===== config.mk =====
export PLATFORM = sky130hd
export DESIGN_NAME = whack_score_tracker
export DESIGN_NICKNAME = d
export VERILOG_FILES = /design/src/rtl/whack_pkg.sv /design/src/rtl/whack_score_tracker_sat_accum.sv /design/src/rtl/whack_score_tracker.sv
export SDC_FILE = /design/constraint.sdc
export NUM_CORES = 1
export LEC_CHECK = 0
export ABC_AREA = 1
export CAP_MARGIN = 20
export CORE_MARGIN = 10
export CORE_UTILIZATION = 60
export CTS_CLUSTER_DIAMETER = 40
export DETAILED_ROUTE_END_ITERATION = 8
export DONT_BUFFER_PORTS = 1
export PLACE_DENSITY_LB_ADDON = 0.3
export SETUP_SLACK_MARGIN = 0.15
export SYNTH_ARGS = -nofsm -noshare
export SYNTH_HDL_FRONTEND = slang
export SYNTH_HIERARCHICAL = 1
export SYNTH_SLANG_ARGS = --single-unit
export TNS_END_PERCENT = 1

===== constraint.sdc =====
create_clock -name clk -period 5.22 [get_ports clk]
set_input_delay 0.783 -clock clk [delete_from_list [all_inputs] [get_ports clk]]
set_output_delay 0.783 -clock clk [all_outputs]
set_load 0.01 [all_outputs]

===== src/rtl/whack_pkg.sv =====
// Shared types and widths for the whack-a-mole scoring engine.
package whack_pkg;

    typedef enum logic [1:0] {
        ARMED  = 2'd0,
        LOCKED = 2'd1,
        OVER   = 2'd2
    } state_e;

    localparam int STREAK_W = 3;
    localparam int LIVES_W  = 2;

endpackage


===== src/rtl/whack_score_tracker_sat_accum.sv =====
// Saturating/floored score accumulator: next = clamp(score + add - sub, 0, 2**SCORE_W-1).
// Kept standalone so the bonus-round block can reuse the same arithmetic.
module score_sat_accum #(
    parameter int SCORE_W = 10
) (
    input  logic [SCORE_W-1:0] score_i,
    input  logic [SCORE_W-1:0] add_i,
    input  logic [SCORE_W-1:0] sub_i,
    output logic [SCORE_W-1:0] next_o
);

    localparam logic [SCORE_W:0] SCORE_MAX = {1'b0, {SCORE_W{1'b1}}};

    logic [SCORE_W:0] sum;
    logic [SCORE_W:0] diff;

    // Add with one guard bit, floor the subtraction at zero, then clamp at the top.
    always_comb begin
        sum    = {1'b0, score_i} + {1'b0, add_i};
        diff   = '0;
        next_o = '0;
        if (sum >= {1'b0, sub_i}) begin
            diff = sum - {1'b0, sub_i};
            if (diff > SCORE_MAX) begin
                next_o = '1;
            end else begin
                next_o = diff[SCORE_W-1:0];
            end
        end
    end

endmodule


===== src/rtl/whack_score_tracker.sv =====
// Scoring and lives engine for the whack-a-mole game: one guess per round,
// streak multiplier, miss/timeout penalties, lives and a session high score.
module whack_score_tracker
    import whack_pkg::*;
#(
    parameter int NUM_HOLES    = 8,
    parameter int POS_W        = 3,
    parameter int SCORE_W      = 10,
    parameter int STREAK_MAX   = 4,
    parameter int MISS_PENALTY = 1,
    parameter int LIVES        = 3
) (
    input  logic                 clk,
    input  logic                 rst,
    input  logic                 start,
    input  logic [NUM_HOLES-1:0] mole_mask,
    input  logic                 mole_change,
    input  logic                 guess_valid,
    input  logic [POS_W-1:0]     guess_pos,
    output logic [SCORE_W-1:0]   score,
    output logic [SCORE_W-1:0]   high_score,
    output logic [STREAK_W-1:0]  streak,
    output logic [LIVES_W-1:0]   lives_left,
    output logic                 guess_ready,
    output logic                 hit_pulse,
    output logic                 miss_pulse,
    output logic                 timeout_pulse,
    output logic                 game_over
);

    localparam logic [STREAK_W:0]   STREAK_CAP = (STREAK_W+1)'(STREAK_MAX);
    localparam logic [STREAK_W-1:0] STREAK_SAT = '1;
    localparam logic [LIVES_W-1:0]  LIVES_INIT = LIVES_W'(LIVES);
    localparam logic [LIVES_W-1:0]  LAST_LIFE  = LIVES_W'(1);
    localparam logic [SCORE_W-1:0]  PENALTY    = SCORE_W'(MISS_PENALTY);

    state_e               state_q, state_d;
    logic [SCORE_W-1:0]   score_q, score_d;
    logic [SCORE_W-1:0]   high_q, high_d;
    logic [STREAK_W-1:0]  streak_q, streak_d;
    logic [LIVES_W-1:0]   lives_q, lives_d;
    logic                 hit_q, hit_d;
    logic                 miss_q, miss_d;
    logic                 timeout_q, timeout_d;

    logic                 armed;
    logic [NUM_HOLES-1:0] shifted_mask;
    logic                 hole_up;
    logic                 hit_ev;
    logic                 miss_ev;
    logic                 timeout_ev;
    logic [STREAK_W:0]    streak_inc;
    logic [STREAK_W:0]    bonus;
    logic [SCORE_W-1:0]   add_amt;
    logic [SCORE_W-1:0]   sub_amt;
    logic [SCORE_W-1:0]   accum_next;

    // Event decode; start suppresses any guess or round end in the same cycle.
    assign armed        = (state_q == ARMED);
    assign shifted_mask = mole_mask >> guess_pos;
    assign hole_up      = (int'(guess_pos) < NUM_HOLES) && shifted_mask[0];
    assign hit_ev       = !start && armed && guess_valid && hole_up;
    assign miss_ev      = !start && armed && guess_valid && !hole_up;
    assign timeout_ev   = !start && armed && !guess_valid && mole_change && (|mole_mask);

    assign streak_inc   = {1'b0, streak_q} + 1'b1;
    assign bonus        = (streak_inc > STREAK_CAP) ? STREAK_CAP : streak_inc;
    assign add_amt      = hit_ev  ? SCORE_W'(bonus) : '0;
    assign sub_amt      = miss_ev ? PENALTY         : '0;

    score_sat_accum #(
        .SCORE_W (SCORE_W)
    ) u_accum (
        .score_i (score_q),
        .add_i   (add_amt),
        .sub_i   (sub_amt),
        .next_o  (accum_next)
    );

    // Next-state logic for the round FSM, score, streak, lives and event pulses.
    always_comb begin
        state_d   = state_q;
        score_d   = score_q;
        streak_d  = streak_q;
        lives_d   = lives_q;
        hit_d     = 1'b0;
        miss_d    = 1'b0;
        timeout_d = 1'b0;

        if (start) begin
            state_d  = ARMED;
            score_d  = '0;
            streak_d = '0;
            lives_d  = LIVES_INIT;
        end else begin
            case (state_q)
                ARMED: begin
                    if (hit_ev) begin
                        score_d  = accum_next;
                        streak_d = (streak_q == STREAK_SAT) ? streak_q : streak_q + 1'b1;
                        hit_d    = 1'b1;
                        state_d  = mole_change ? ARMED : LOCKED;
                    end else if (miss_ev) begin
                        score_d  = accum_next;
                        streak_d = '0;
                        lives_d  = lives_q - 1'b1;
                        miss_d   = 1'b1;
                        if (lives_q == LAST_LIFE) begin
                            state_d = OVER;
                        end else begin
                            state_d = mole_change ? ARMED : LOCKED;
                        end
                    end else if (timeout_ev) begin
                        streak_d  = '0;
                        lives_d   = lives_q - 1'b1;
                        timeout_d = 1'b1;
                        if (lives_q == LAST_LIFE) begin
                            state_d = OVER;
                        end
                    end
                end
                LOCKED: begin
                    if (mole_change) begin
                        state_d = ARMED;
                    end
                end
                OVER: begin
                    state_d = OVER;
                end
                default: begin
                    state_d = ARMED;
                end
            endcase
        end

        high_d = (score_d > high_q) ? score_d : high_q;
    end

    // State registers; reset clears everything including the high score.
    always_ff @(posedge clk) begin
        if (rst) begin
            state_q   <= ARMED;
            score_q   <= '0;
            high_q    <= '0;
            streak_q  <= '0;
            lives_q   <= LIVES_INIT;
            hit_q     <= 1'b0;
            miss_q    <= 1'b0;
            timeout_q <= 1'b0;
        end else begin
            state_q   <= state_d;
            score_q   <= score_d;
            high_q    <= high_d;
            streak_q  <= streak_d;
            lives_q   <= lives_d;
            hit_q     <= hit_d;
            miss_q    <= miss_d;
            timeout_q <= timeout_d;
        end
    end

    assign score         = score_q;
    assign high_score    = high_q;
    assign streak        = streak_q;
    assign lives_left    = lives_q;
    assign guess_ready   = (state_q == ARMED);
    assign hit_pulse     = hit_q;
    assign miss_pulse    = miss_q;
    assign timeout_pulse = timeout_q;
    assign game_over     = (state_q == OVER);

endmodule


Yosys cells after proc, flatten, opt, wreduce, memory -nomap -nowiden --
Index checks and enable logic that the tools add are counted.
Word-level totals: output and inout port bits 30, bits in registers 30, input bits 16
Operators by class: order comparisons 4, reduce and logical (&&, ||, !) cells 21, bitwise gates (word level) 2, equality and inequality tests 8, multiplexer cells 26, shifts and indexed selects 1, add/subtract/negate cells 5
Operators by type and width (count):
- 2-to-1 mux 10 bit | 6
- 2-to-1 mux 2 bit | 8
- 2-to-1 mux 3 bit | 4
- adder 10 x 4 -> 11 bit | 1
- >= comparator 11 x 1 -> 1 bit | 1
- > comparator 11 x 10 -> 1 bit, second input constant | 1
- subtractor 11 x 1 -> 11 bit | 1
- > comparator 10 bit | 1
- AND reduction 3 bit | 3
- 2-to-1 mux 4 bit | 2
- != test 4 x 1 -> 1 bit, second input constant | 2
- OR reduction 8 bit | 1
- right shift 8 x 3 -> 1 bit | 1
- logical AND 1 bit | 7
- case mux 2 bit (3 select lines) | 1
- 2-to-1 mux 1 bit | 5
- OR reduction 5 bit | 1
- adder 3 x 1 -> 4 bit, second input constant | 1
- equality test 2 x 1 -> 1 bit, second input constant | 2
- > comparator 4 x 3 -> 1 bit, second input constant | 1
- != test 2 bit, second input constant | 2
- OR reduction 4 bit | 1
- adder 3 x 1 -> 3 bit, second input constant | 1
- equality test 3 bit, second input constant | 1
- other kinds (9) | 12

Longest topological paths before layout --
word-level depth 15, mapped depth 39, depth with buffers taken out 38

By module --
The synthesis kept the hierarchy.
By module, submodules not included:
- whack_score_tracker | cells each 262, sequential area each 600.6 sq um, area each 1813.0 sq um, instances 1
- score_sat_accum | cells each 233, sequential area each 0.0 sq um, area each 1285.0 sq um, instances 1

Worst setup path before layout --
Ideal clock, no wire load.
path kind input to register, start input guess_pos[0], end register high_q[1] (netlist: high_score[1]), data required time 5104 ps, data arrival time 4693 ps, setup slack 411 ps, stages on the path 36, library setup time 116 ps, cells stage by stage inv_2 > nand2_1 > nand3_1 > nand3_1 > nand2_2 > nand3b_1 > nor2_1 > ha_1 > inv_1 > fa_1 > inv_1 > a31oi_1 > o21ai_0 > nand2_1 > nand3_1 > nand2_1 > ha_1 > nand2_1 > nor2_2 > nand3_1 > nand3_1 > nand2_2 > nand2_4 > inv_2 > a21oi_2 > inv_1 > o21ai_2 > ha_1 > nand2_1 > inv_1 > nor2_1 > o21a_1 > nand3_1 > buf_2 > a21oi_1 > nor2_2
On the way: longest elaborated chain between the ends 13, elaborated cells between the ends (all ways) 17
Ends and longest elaborated chain:
- from (decl) | RTL line whack_score_tracker.sv:19 | input logic [POS_W-1:0] guess_pos,
- right shift 8 x 3 -> 1 bit (*) | RTL line whack_score_tracker.sv:60 | assign shifted_mask = mole_mask >> guess_pos;
- logical AND 1 bit (*) | RTL line whack_score_tracker.sv:62 | assign hit_ev = !start && armed && guess_valid && hole_up;
- 2-to-1 mux 4 bit (*) | RTL line whack_score_tracker.sv:68 | assign add_amt = hit_ev ? SCORE_W'(bonus) : '0;
- via add_amt[0] | RTL line whack_score_tracker.sv:54 | logic [SCORE_W-1:0] add_amt;
- adder 10 x 4 -> 11 bit (*) | RTL line whack_score_tracker_sat_accum.sv:19 | sum = {1'b0, score_i} + {1'b0, add_i};
- subtractor 11 x 1 -> 11 bit | RTL line whack_score_tracker_sat_accum.sv:23 | diff = sum - {1'b0, sub_i};
- > comparator 11 x 10 -> 1 bit | RTL line whack_score_tracker_sat_accum.sv:24 | if (diff > SCORE_MAX) begin
- 2-to-1 mux 10 bit | RTL line whack_score_tracker_sat_accum.sv:24
- 2-to-1 mux 10 bit (*) | RTL line whack_score_tracker_sat_accum.sv:22 | if (sum >= {1'b0, sub_i}) begin
- via accum_next[9] | RTL line whack_score_tracker.sv:56 | logic [SCORE_W-1:0] accum_next;
- 2-to-1 mux 10 bit | RTL line whack_score_tracker.sv:103 | end else if (miss_ev) begin
- 2-to-1 mux 10 bit (*) | RTL line whack_score_tracker.sv:98 | if (hit_ev) begin
- 2-to-1 mux 10 bit (*) | RTL line whack_score_tracker.sv:96 | case (state_q)
- 2-to-1 mux 10 bit (*) | RTL line whack_score_tracker.sv:90 | if (start) begin
- via score_d[9] | RTL line whack_score_tracker.sv:38 | logic [SCORE_W-1:0] score_q, score_d;
- > comparator 10 bit (*) | RTL line whack_score_tracker.sv:136 | high_d = (score_d > high_q) ? score_d : high_q;
- to (signal assigned) | RTL line whack_score_tracker.sv:153 | high_q <= high_d;
- to (decl) | RTL line whack_score_tracker.sv:39 | logic [SCORE_W-1:0] high_q, high_d;
The timed path passes the listed nets; every way through them passes the cells marked *. A chain may end at the register's enable or synchronous reset.

Final worst setup path --
start register streak_q[0] (netlist: streak[0]), end register high_q[4] (netlist: high_score[4])
On the way: longest elaborated chain between the ends 14, elaborated cells between the ends (all ways) 15
Ends and longest elaborated chain:
- from (decl) | RTL line whack_score_tracker.sv:40 | logic [STREAK_W-1:0] streak_q, streak_d;
- from (signal assigned) | RTL line whack_score_tracker.sv:154 | streak_q <= streak_d;
- adder 3 x 1 -> 4 bit (*) | RTL line whack_score_tracker.sv:66 | assign streak_inc = {1'b0, streak_q} + 1'b1;
- > comparator 4 x 3 -> 1 bit | RTL line whack_score_tracker.sv:67 | assign bonus = (streak_inc > STREAK_CAP) ? STREAK_CAP : streak_inc;
- 2-to-1 mux 4 bit (*) | RTL line whack_score_tracker.sv:67
- 2-to-1 mux 4 bit (*) | RTL line whack_score_tracker.sv:68
- via add_amt[1] | RTL line whack_score_tracker.sv:54
- adder 10 x 4 -> 11 bit (*) | RTL line whack_score_tracker_sat_accum.sv:19
- subtractor 11 x 1 -> 11 bit | RTL line whack_score_tracker_sat_accum.sv:23
- > comparator 11 x 10 -> 1 bit | RTL line whack_score_tracker_sat_accum.sv:24
- 2-to-1 mux 10 bit | RTL line whack_score_tracker_sat_accum.sv:24
- 2-to-1 mux 10 bit (*) | RTL line whack_score_tracker_sat_accum.sv:22
- via accum_next[5] | RTL line whack_score_tracker.sv:56
- 2-to-1 mux 10 bit | RTL line whack_score_tracker.sv:103
- 2-to-1 mux 10 bit (*) | RTL line whack_score_tracker.sv:98
- 2-to-1 mux 10 bit (*) | RTL line whack_score_tracker.sv:96
- 2-to-1 mux 10 bit (*) | RTL line whack_score_tracker.sv:90
- via score_d[5] | RTL line whack_score_tracker.sv:38
- > comparator 10 bit (*) | RTL line whack_score_tracker.sv:136
Marked as above.

==> results.py <==
metrics = {
    "power": {
        "seqPwrFrac_pct": 22.1,
        "swShare_pct": 47.76,
        "clkPwrFrac_pct": 13.4,
        "p_comb_share_pct": 64.5,
        "leakage_nw": 1.951,
        "p_per_area_nw_per_um2": 378.9,
        "p_total_mw": 1.430,
        "ir_worst_vdd_mv": 0.5796,
        "p_int_uw": 746.9,
        "power_switching_uw": 682.8,
    },
    "clock_tree": {
        "clk_pin_slew_ps": 60,
        "cts_buffers": 5,
        "clock_latency_ps": 290,
        "cts_buffer_depth": 2,
        "cts.root.buffer_cell": "clkbuf_8",
        "htree_levels": 2,
        "cts.sinks": 30,
        "tritoncts": "yes",
    },
    "routing": {
        "drtIter0Drc": 137,
        "drc": 0,
        "firstDrtPassIters": 5,
        "viasPerCell": 5.292,
        "vias": 3186,
        "antenna_left": 0,
        "postRouteWirelength_um": 8336,
        "wl_per_cell_um": 13.85,
    },
    "sta": {
        "hold_slack_ps": 543.4,
        "fmax_ghz": 0.2034,
        "slew_headroom_pct": 63.99,
        "fin_setup_tns_ps": 0,
        "slew_viol_final": 0,
        "fin_crit_ps": 4917,
        "setup_ws_ps": 303.0,
        "worst_pin_slew_ps": 538.2,
        "setup_viol": 0,
        "clock_skew_ps": 7.606,
        "hold_viol": 0,
        "fin_crit_sh_pct": 94.20,
    },
    "yosys": {
        "synth_cell_type_count": 36,
        "syn_area_um2": 3098,
        "synthTopCellsByArea": "dfxtp_1 19%, nand2_1 14%, ha_1 14%",
        "synth_top_flop_cell": "dfxtp_1",
        "ys_ff_latch": 30,
        "yosysTopAreaCell": "dfxtp_1",
        "yosysWarnings": 6,
        "synth-edff-count": 0,
        "avgSynthCellArea_um2": 6.259,
        "synth_top_area_share_pct": 19.39,
        "yosys-top-cells-count": "118 x nand2_1, 86 x inv_1, 57 x nand3_1, 44 x nor2_1, 34 x ha_1",
        "syn-instance-count": 495,
        "synth.most_common_cell": "nand2_1",
        "async_reset_ff_share_pct": 0,
        "yosysSeqAreaShare_pct": 19.39,
    },
    "final_layout": {
        "area_growth_pct": 21.81,
        "antenna_cells": 0,
        "fin_area_um2": 3774,
        "drive_above_1_share_pct": 27.44,
        "num-nets-final": 583,
        "nFillCells": 361,
    },
    "worst_setup_path": {
        "reg2reg_to": "high_score[4]",
        "crit_arrival_ps": 5150,
        "cp_common_cell": "nand2_1",
        "worstPathMaxFanout": 5,
        "crit_buf_inv": 7,
        "slowest_stage": "fa_2",
        "crit_required_ps": 5450,
        "reg2regPathDepth": 35,
        "cp-end-kind": "flip-flop",
        "cp_top_family": "simple AND/OR/NAND/NOR gates",
        "critPathMaxStageDelay_ps": 380,
        "rr_startpoint": "streak[0]",
        "path_class": "reg -> reg",
        "r2r_setup_slack_ps": 300,
        "critPathLaunchType": "flip-flop",
    },
    "grt": {
        "grt_pass1_wl_um": 12450,
        "antenna_found_initial": 0,
        "grt_usage_pct": 17.24,
        "grt_pass1_vias": 2883,
        "grt_max_degree": 22,
        "grt_overflow": 0,
    },
    "placed_design": {
        "postPlaceCellArea_um2": 3273,
        "place.port_buffers": 0,
        "pre_cts_slack_ps": -185.2,
        "dp_hpwl_um": 6043,
        "place_congestion": 0.9184,
    },
    "hold_path": {
        "min-delay-path-class": "reg -> reg",
        "holdPathStages": 2,
        "hold_start": "lives_left[1]",
        "whs_endpoint": "lives_left[1]",
    },
    "floorplanning": {
        "die-area_um2": 8437,
        "initial_utilization_pct": 61.44,
        "core_um2": 5042,
        "design.portCount": 46,
        "num_rows": 26,
        "dieWidth_um": 91.86,
        "die_height_um": 91.86,
    },
    "outcome": {
        "outcome": "completed",
    },
    "flow_run": {
        "cap_violations": 0,
    },
}
==> cells in the final DEF (no fill, tap or decap), drive strengths merged, types with 2 or more instances in the layout <==
cell    count
nand2     129
inv       101
nand3      62
nor2       57
ha         34
dfxtp      30
a21oi      28
buf        19
conb       17
o21ai      17
clkbuf      7
xor2        6
nand4       5
nand3b      4
xnor2       4
nor3        3
clkinv      2
fa          2
==> through the flow <==
stage          utilization [%]  cells
2_1_floorplan                -    511
3_5_place_dp             64.91    583
3_3_place_gp             64.91    583
4_1_cts                  66.87    592
5_1_grt                  74.84    602
6_report                 74.84    602
==> how the worst max path moves through the flow <==
stage	from	to	slack (ps)	depth (start not counted)
after detailed placement	guess_pos[0]	high_score[5]	-190	36
after global routing	guess_pos[0]	high_score[4]	-60	38
after CTS	streak[0]	high_score[5]	150	34
after global placement	guess_pos[0]	high_score[5]	-80	36
after floorplan	guess_pos[0]	high_score[1]	410	36
final	streak[0]	high_score[4]	300	35
==> power groups by stage <==
stage	Combinational, mW	Sequential, mW	Clock (mW)
floorplan	0.548	0.302	0
global placement	0.647	0.313	0
detailed placement	0.662	0.314	0
CTS	0.669	0.309	0.194
global route	1.02	0.321	0.201
finish	0.922	0.315	0.192
==> logic make-up (layout without fill, tap and decap cells) <==
| group | count (synthesis) | after routing | synth area share, % |
|---|---|---|---|
| compound gates | 50 | 50 | 10.18 |
| xor+xnor | 10 | 10 | 2.827 |
| fa+ha+maj | 36 | 36 | 15.02 |
| buf+inv | 110 | 129 | 13.89 |
| flops | 30 | 30 | 19.39 |
| other cells | 1 | 17 | 0.1210 |
| simple gates | 258 | 260 | 38.57 |
==> cell type report <==
class / instances / area [um2] / share of cell area [%]
repair buffers: 19 / 165.2 / 4.377
multi-input cells: 373 / 2441 / 64.69
clock buffers: 7 / 86.33 / 2.288
flip-flops and latches: 30 / 600.6 / 15.92
inverters: 102 / 387.9 / 10.28
well taps: 70 / 87.58 / 2.321
clock inverters: 1 / 5.005 / 0.1326
==> metal layers <==
metal / vias to the layer above / GRT usage, % / part of all wire (%)
met5: - / 0 / 0
met4: 0 / 7.455 / 2.8
met3: 27 / 4.808 / 7.1
met2: 102 / 30.94 / 51
met1: 1441 / 18.40 / 39
li1: 1616 / - / -
==> worst min-delay path, cell delays in order, from the launching register on <==
cell	delay, ps
dfxtp_1	350
nand2_1	90
nand3_1	50
==> what timing repair did <==
item                                    CTS  global route
buffers inserted                          1             6
gates resized for setup                   1            87
pin swaps                                 1            48
endpoints found under the setup margin   10            10
hold buffers                              0             0
cloned                                    0             4
==> state kept, by name (all words and copies together) (netlist names) <==
name / count
high_score: 10
hit_pulse: 1
lives_left: 2
miss_pulse: 1
score: 10
state_q: 2
streak: 3
timeout_pulse: 1
Power figures use the tool's default switching activity.
